$ cat src/rtl/vga_timing_pkg.sv
// vga_timing_pkg: shared VGA timing defaults for 640x480@60.
//   - default horizontal/vertical visible, porch and sync lengths
//   - axis_total(): sums one axis into its period length
//   - H_TOTAL_DEF / V_TOTAL_DEF: default line and frame periods (800 / 525)
//   - coord_t: 10-bit pixel coordinate type used for DrawX/DrawY
package vga_timing_pkg;

  localparam int unsigned H_VISIBLE_DEF = 32'd640;
  localparam int unsigned H_FRONT_DEF   = 32'd16;
  localparam int unsigned H_SYNC_DEF    = 32'd96;
  localparam int unsigned H_BACK_DEF    = 32'd48;
  localparam int unsigned V_VISIBLE_DEF = 32'd480;
  localparam int unsigned V_FRONT_DEF   = 32'd10;
  localparam int unsigned V_SYNC_DEF    = 32'd2;
  localparam int unsigned V_BACK_DEF    = 32'd33;

  typedef logic [9:0] coord_t;

  function automatic int unsigned axis_total(
    input int unsigned visible,
    input int unsigned front,
    input int unsigned sync,
    input int unsigned back
  );
    return visible + front + sync + back;
  endfunction

  localparam int unsigned H_TOTAL_DEF =
    axis_total(H_VISIBLE_DEF, H_FRONT_DEF, H_SYNC_DEF, H_BACK_DEF);
  localparam int unsigned V_TOTAL_DEF =
    axis_total(V_VISIBLE_DEF, V_FRONT_DEF, V_SYNC_DEF, V_BACK_DEF);

endpackage

$ cat src/rtl/vga_axis_counter.sv
// vga_axis_counter: one timing axis (horizontal or vertical).
// Ports:
//   clk     - pixel clock
//   rst     - asynchronous active-high reset (count=0, sync_n=1)
//   enable  - advance the counter this cycle
//   count   - current position, 0..TOTAL-1
//   wrap    - combinational: enable is high and count is at TOTAL-1
//   sync_n  - active-low sync, registered one clock behind count
module vga_axis_counter
  import vga_timing_pkg::*;
#(
  parameter int unsigned TOTAL      = H_TOTAL_DEF,
  parameter int unsigned SYNC_START = H_VISIBLE_DEF + H_FRONT_DEF,
  parameter int unsigned SYNC_WIDTH = H_SYNC_DEF
) (
  input  logic   clk,
  input  logic   rst,
  input  logic   enable,
  output coord_t count,
  output logic   wrap,
  output logic   sync_n
);

  localparam coord_t LAST       = coord_t'(TOTAL - 32'd1);
  localparam coord_t SYNC_FIRST = coord_t'(SYNC_START);
  localparam coord_t SYNC_LAST  = coord_t'(SYNC_START + SYNC_WIDTH - 32'd1);

  coord_t count_r;
  logic   sync_n_r;
  logic   at_end_s;
  logic   in_sync_s;

  // End-of-period and sync-window decode from the current count.
  always_comb begin
    at_end_s  = (count_r == LAST);
    in_sync_s = (count_r >= SYNC_FIRST) && (count_r <= SYNC_LAST);
    wrap      = enable && at_end_s;
  end

  // Position counter: advances when enabled, wraps TOTAL-1 -> 0.
  always_ff @(posedge clk or posedge rst) begin
    if (rst) begin
      count_r <= 10'd0;
    end else if (enable) begin
      if (at_end_s) begin
        count_r <= 10'd0;
      end else begin
        count_r <= count_r + 10'd1;
      end
    end else begin
      count_r <= count_r;
    end
  end

  // Sync is sampled every clock (not only on enable) so it trails the
  // coordinate by exactly one pixel, lining up with registered RGB downstream.
  always_ff @(posedge clk or posedge rst) begin
    if (rst) begin
      sync_n_r <= 1'b1;
    end else begin
      sync_n_r <= ~in_sync_s;
    end
  end

  assign count  = count_r;
  assign sync_n = sync_n_r;

endmodule

$ cat src/rtl/vga_timing_gen.sv
// vga_timing_gen: VGA raster timing generator.
// Ports:
//   vga_clk     - pixel clock (only clock)
//   reset       - asynchronous active-high reset
//   DrawX/DrawY - current pixel column/row (direct from counters)
//   blank       - 1 while the pixel is inside the visible area
//   hs / vs     - active-low syncs, one clock behind DrawX/DrawY
//   frame_start - one-clock pulse at (0,0) when reached by frame wrap
//   frame_count - completed-frame counter; a live 8-bit counter only when
//                 macro VGA_FRAME_COUNT_EN is defined, otherwise constant 0
module vga_timing_gen
  import vga_timing_pkg::*;
#(
  parameter int unsigned H_VISIBLE = H_VISIBLE_DEF,
  parameter int unsigned H_FRONT   = H_FRONT_DEF,
  parameter int unsigned H_SYNC    = H_SYNC_DEF,
  parameter int unsigned H_BACK    = H_BACK_DEF,
  parameter int unsigned V_VISIBLE = V_VISIBLE_DEF,
  parameter int unsigned V_FRONT   = V_FRONT_DEF,
  parameter int unsigned V_SYNC    = V_SYNC_DEF,
  parameter int unsigned V_BACK    = V_BACK_DEF
) (
  input  logic       vga_clk,
  input  logic       reset,
  output logic [9:0] DrawX,
  output logic [9:0] DrawY,
  output logic       blank,
  output logic       hs,
  output logic       vs,
  output logic       frame_start,
  output logic [7:0] frame_count
);

  localparam int unsigned H_TOTAL = axis_total(H_VISIBLE, H_FRONT, H_SYNC, H_BACK);
  localparam int unsigned V_TOTAL = axis_total(V_VISIBLE, V_FRONT, V_SYNC, V_BACK);
  localparam coord_t H_VIS_C = coord_t'(H_VISIBLE);
  localparam coord_t V_VIS_C = coord_t'(V_VISIBLE);

  coord_t hc_s;
  coord_t vc_s;
  logic   h_wrap_s;
  logic   v_wrap_s;
  logic   frame_start_r;

  vga_axis_counter #(
    .TOTAL      (H_TOTAL),
    .SYNC_START (H_VISIBLE + H_FRONT),
    .SYNC_WIDTH (H_SYNC)
  ) u_h_axis (
    .clk    (vga_clk),
    .rst    (reset),
    .enable (1'b1),
    .count  (hc_s),
    .wrap   (h_wrap_s),
    .sync_n (hs)
  );

  // Vertical axis steps only on the cycle the line wraps.
  vga_axis_counter #(
    .TOTAL      (V_TOTAL),
    .SYNC_START (V_VISIBLE + V_FRONT),
    .SYNC_WIDTH (V_SYNC)
  ) u_v_axis (
    .clk    (vga_clk),
    .rst    (reset),
    .enable (h_wrap_s),
    .count  (vc_s),
    .wrap   (v_wrap_s),
    .sync_n (vs)
  );

  // Pulse is set on the edge that wraps the frame, so it is high exactly
  // while (0,0) is showing; the reset-entered (0,0) never sees it.
  always_ff @(posedge vga_clk or posedge reset) begin
    if (reset) begin
      frame_start_r <= 1'b0;
    end else begin
      frame_start_r <= h_wrap_s && v_wrap_s;
    end
  end

`ifdef VGA_FRAME_COUNT_EN
  logic [7:0] frame_count_r;

  // Completed-frame counter, natural 8-bit wrap 255 -> 0.
  always_ff @(posedge vga_clk or posedge reset) begin
    if (reset) begin
      frame_count_r <= 8'd0;
    end else if (frame_start_r) begin
      frame_count_r <= frame_count_r + 8'd1;
    end else begin
      frame_count_r <= frame_count_r;
    end
  end

  assign frame_count = frame_count_r;
`else
  assign frame_count = 8'd0;
`endif

  assign DrawX       = hc_s;
  assign DrawY       = vc_s;
  assign blank       = (hc_s < H_VIS_C) && (vc_s < V_VIS_C);
  assign frame_start = frame_start_r;

endmodule

$ cat config.mk
export PLATFORM = sky130hd
export DESIGN_NAME = vga_timing_gen
export DESIGN_NICKNAME = d
export VERILOG_FILES = /design/src/rtl/vga_timing_pkg.sv /design/src/rtl/vga_axis_counter.sv /design/src/rtl/vga_timing_gen.sv
export SDC_FILE = /design/constraint.sdc
export NUM_CORES = 1
export LEC_CHECK = 0
export CAP_MARGIN = 20
export CORE_MARGIN = 2
export CORE_UTILIZATION = 30
export DETAILED_ROUTE_END_ITERATION = 10
export GPL_ROUTABILITY_DRIVEN = 0
export SLEW_MARGIN = 40
export SYNTH_ARGS = -nofsm -noshare
export SYNTH_HDL_FRONTEND = slang
export SYNTH_SLANG_ARGS = --single-unit
$ cat constraint.sdc
create_clock -name vga_clk -period 1.8 [get_ports vga_clk]
set_input_delay 0.36 -clock vga_clk [delete_from_list [all_inputs] [get_ports vga_clk]]
set_output_delay 0.36 -clock vga_clk [all_outputs]
set_load 0.1 [all_outputs]
==> impl.org, run 1 <==
** Critical path
- R2r startpoint :: u_h_axis.count[5]
- Crit-path slowest cell :: sky130_fd_sc_hd__dfrtp_4
- Cell family with most CP delay :: simple AND/OR/NAND/NOR gates
- Type of destination of the critical path :: register
- Together, buffers and inverters on the worst path number 1.
- The worst register-to-register path ends at u_v_axis.count[9].
- Highest cell delay on the worst timing path :: 0.48 ns
- Walking the worst path, the cells encountered are or3_4 -> nor4_4 -> buf_4 -> a31o_1 -> a21oi_1.
- The worst setup path is launched from a register.
- Path type of the worst setup path :: register to register
- R2R Setup Slk :: 0.05 ns
- Worst endpoint required time :: 1.94 ns
- In this run the number of cells on the critical path is 5.
- Crit Path Max Fanout :: 5
- Worst R2R Path Depth :: 5
- Data on the critical path arrives at its endpoint at 1.89 ns.

** Detailed routing
- Wire length per cell :: 12.44 um
- The count of nets left with antenna violations once routing finished came out at 0.
- Post-route DRC :: 0
- After detailed routing, the number of vias per cell comes to 4.761.
- Summed over all layers, the routed wires come to 2650 um.
- Pre-antenna DRT Iters :: 4
- After the first detailed-routing iteration, the DRC count stood at 54.
- Summing over every cut layer, the via total after detailed routing is 1014.

** Clocking
- The tree built by TritonCTS fans out to 23 sinks.
- For the worst-skew pair, the clock arrives at the later sink with an insertion delay of 0.26 ns.
- TritonCTS clock tree :: done
- Hold repair after CTS inserted 0 buffers.
- Clock-pin slew was measured on the worst setup and hold paths at 0.08 ns.
- The number of clock buffers added by TritonCTS is 3.
- The cell sitting at the root of the clock tree is a sky130_fd_sc_hd__clkbuf_8.
- CTS built an H-tree with a depth of 1.
- The clock passes through at most 2 buffers.

** Timing
- Hold Violations, Final :: 0
- Derived from the worst setup path, the maximum achievable clock frequency is 0.5722 GHz.
- The count of final max-slew check failures is 0.
- Unrepaired setup endpoints after global routing :: true
- The routed design could run at a clock period as short as 1.747 ns.
- Tcrit/Tclk final :: 97.08%
- Worst clock skew :: 0.005317 ns
- Number of endpoints failing setup at the final stage :: 0

** Placed design
- During placement, the flow inserted port buffers numbering 25.
- HPWL after detailed placement :: 2057 um
- Summing all placed instances gives a cell area of 1919 um2.

** Layout
- After routing the design area is 2027 um2.
- Proportion of layout cells with a drive suffix above 1 :: 48.47%
- Leading cell type in the layout, fill and taps excluded :: sky130_fd_sc_hd__buf_12
- Area overhead of the layout relative to synthesis :: 60.24%
- The final layout contains 170 nets.
- 0 antenna diodes ended up in the layout.
- Commonest cells after routing, fill and taps aside :: sky130_fd_sc_hd__buf_12 (25), sky130_fd_sc_hd__buf_4 (15), sky130_fd_sc_hd__dfrtp_2 (15), sky130_fd_sc_hd__nand3_1 (11)
- The filler cells instantiated in the layout total 384.

** Pwr
- Final Total Pwr :: 0.9215 mW
- Worst VDD drop :: 185.3 uV
- Cell Pwr Density :: 454.7 nW/um2
- For this design the static power due to leakage is 0.8738 nW.

** Global routing
- Across every metal layer, demand over resource in global routing totals 12.74%.
- The first global-routing pass estimated 4581 um of wire.
- The total overflow left after global routing is 0.
- The initial antenna violation count came to 0.
- Entering global routing, the biggest net connects 24 pins.
- The number of global-route vias before repair came to 1053.

** Worst hold path
- The min-delay analysis places its worst path in the category input pin to asynchronous set/reset pin.

** Logic synthesis
- The most used flip-flop cell after synthesis is sky130_fd_sc_hd__dfrtp_1.
- Counting flops with a built-in enable in the synthesized netlist gives 0.
- Netlist area before placement :: 1265 um2
- The biggest area contributor in the post-synthesis netlist is sky130_fd_sc_hd__dfrtp_1.
- Counting flops and latches in the post-synthesis netlist gives 23.
- Total number of yosys warnings :: 0
- Biggest area contributors in the synthesized netlist :: sky130_fd_sc_hd__dfrtp_1 (42%), sky130_fd_sc_hd__xnor2_1 (5.5%), sky130_fd_sc_hd__buf_4 (4.7%)
- Of all flip-flops after synthesis, the portion carrying an async set or reset was 100.0%.
- Dividing the synthesized area by the synthesized cell count gives 10.54 um2.
- Sequential cells were found to cover 45.70% of the synthesized design area.
- Share of the synthesized area in the top cell type :: 41.54%
- Counting every instance in the synthesized netlist gives 120.
- The netlist uses 35 different library cells.

** Floorplan
- The region available for standard cell placement spans 4029 um2.
- For this configuration, the core starts out at a cell density of 31.40%.
- Row generation in the floorplan step produced 23 rows.
- Horizontal die dimension :: 68.94 um
- Die Outline Area :: 4752 um2
- Count of pins on the block boundary :: 34
- Floorplan die height :: 68.94 um

** Run status
- The run finished with clean final reports.

** Run
- Count of maximum capacitance violations :: 0
power by group:
group / switching, mW / internal, mW / leakage [nW]
registers: 0 / 0.516 / 0.273
logic: 0.0827 / 0.00348 / 0.578
clock network: 0.162 / 0.158 / 0.0228
total: 0.244 / 0.677 / 0.874
worst max path at each step:
stage	startpoint	to	slack [ns]
3_3_place_gp	u_h_axis.count[6]	u_v_axis.count[7]	0.11
3_5_place_dp	u_h_axis.count[6]	u_v_axis.count[7]	0.04
6_report	u_h_axis.count[5]	u_v_axis.count[9]	0.05
4_1_cts	u_h_axis.count[7]	blank	0.009
5_1_grt	u_h_axis.count[5]	u_v_axis.count[9]	-0.03
2_1_floorplan	u_h_axis.count[6]	u_v_axis.count[8]	-0.19
tightest hold or removal path, stage by stage:
cell	delay [ns]
sky130_fd_sc_hd__clkdlybuf4s50_1	0.39
sky130_fd_sc_hd__inv_1	0.05
sky130_fd_sc_hd__buf_4	0.28
cell type report:
class	instances	area, um2	area share (%)
inverters	8	30.03	1.481
flip-flops and latches	23	611.8	30.19
well taps	50	62.56	3.086
clock buffers	4	45.04	2.222
repair buffers	41	623.1	30.74
multi-input cells	87	654.4	32.28
sequential cells by signal, indices dropped and copies added, names as in the netlist:
signal           flops
u_v_axis.sync_n      1
u_h_axis.count      10
frame_start          1
u_h_axis.sync_n      1
u_v_axis.count      10
cell usage after synthesis (2+ instances only):
cell type                 number
sky130_fd_sc_hd__o21ai_1       2
sky130_fd_sc_hd__and3_1        2
sky130_fd_sc_hd__dfrtp_1      21
sky130_fd_sc_hd__xor2_1        5
sky130_fd_sc_hd__nor4_2        2
sky130_fd_sc_hd__xnor2_1       8
sky130_fd_sc_hd__buf_4         8
sky130_fd_sc_hd__nand2_1       7
sky130_fd_sc_hd__nand4_1       4
sky130_fd_sc_hd__nor4_4        2
sky130_fd_sc_hd__inv_1         8
sky130_fd_sc_hd__ha_1          4
sky130_fd_sc_hd__nand3_1      11
sky130_fd_sc_hd__o21ai_0       3
sky130_fd_sc_hd__nor2b_1       2
sky130_fd_sc_hd__dfstp_2       2
sky130_fd_sc_hd__nor3_1        4
sky130_fd_sc_hd__nor2_1        8
cell families after synthesis:
kind of cell | Yosys count | share of synthesized area [%]
AOI/OAI and AO/OA | 10 | 4.946
xor gates and xnor gates | 13 | 9.001
adders and majority gates | 4 | 3.957
buffers and inverters | 17 | 8.012
DFF | 23 | 45.70
other | 1 | 0.2965
and+or+nand+nor | 52 | 28.09
per-stage QoR:
| step | std cells | worst slack, ns | hold slack, ns | utilization [%] | TNS [ns] |
|---|---|---|---|---|---|
| finish | 213 | 0.05250 | 0.4287 | 50.31 | 0 |
| global route | 213 | -0.02641 | 0.4659 | 50.31 | -0.06379 |
| CTS | 209 | 0.008558 | 0.4391 | 48.76 | 0 |
| detailed placement | 205 | 0.04103 | 0.5532 | 47.64 | 0 |
| global placement | 205 | 0.1091 | 0.5307 | 47.64 | 0 |
| floorplan | 127 | -0.1929 | 0.3595 | - | -0.9632 |
metal layers:
layer  wire length, um  global-route usage [%]  share of wire [%]
met5                 0                       0                  0
met4                24                   3.922               0.91
met3               148                   1.948                5.6
met2              1357                   22.60                 51
met1              1119                   15.83                 42
timing repair:
item / 4_1_cts / 5_1_grt
buffers inserted: 0 / 4
endpoints found under the setup margin: 0 / 11
resized for setup: 0 / 8
endpoints found under the hold margin: 0 / 0
Note: power is estimated with default switching activity, not from simulation.
==> inputs of run 2 (changes only) <==
--- a/config.mk
+++ b/config.mk
@@ -8,6 +8,7 @@
 export CAP_MARGIN = 20
 export CORE_MARGIN = 2
 export CORE_UTILIZATION = 30
+export CTS_CLUSTER_SIZE = 20
 export DETAILED_ROUTE_END_ITERATION = 10
 export GPL_ROUTABILITY_DRIVEN = 0
 export SLEW_MARGIN = 40
==> results of run 2 <==
No change in the layout: final DEF, timing and power equal those of run 1.
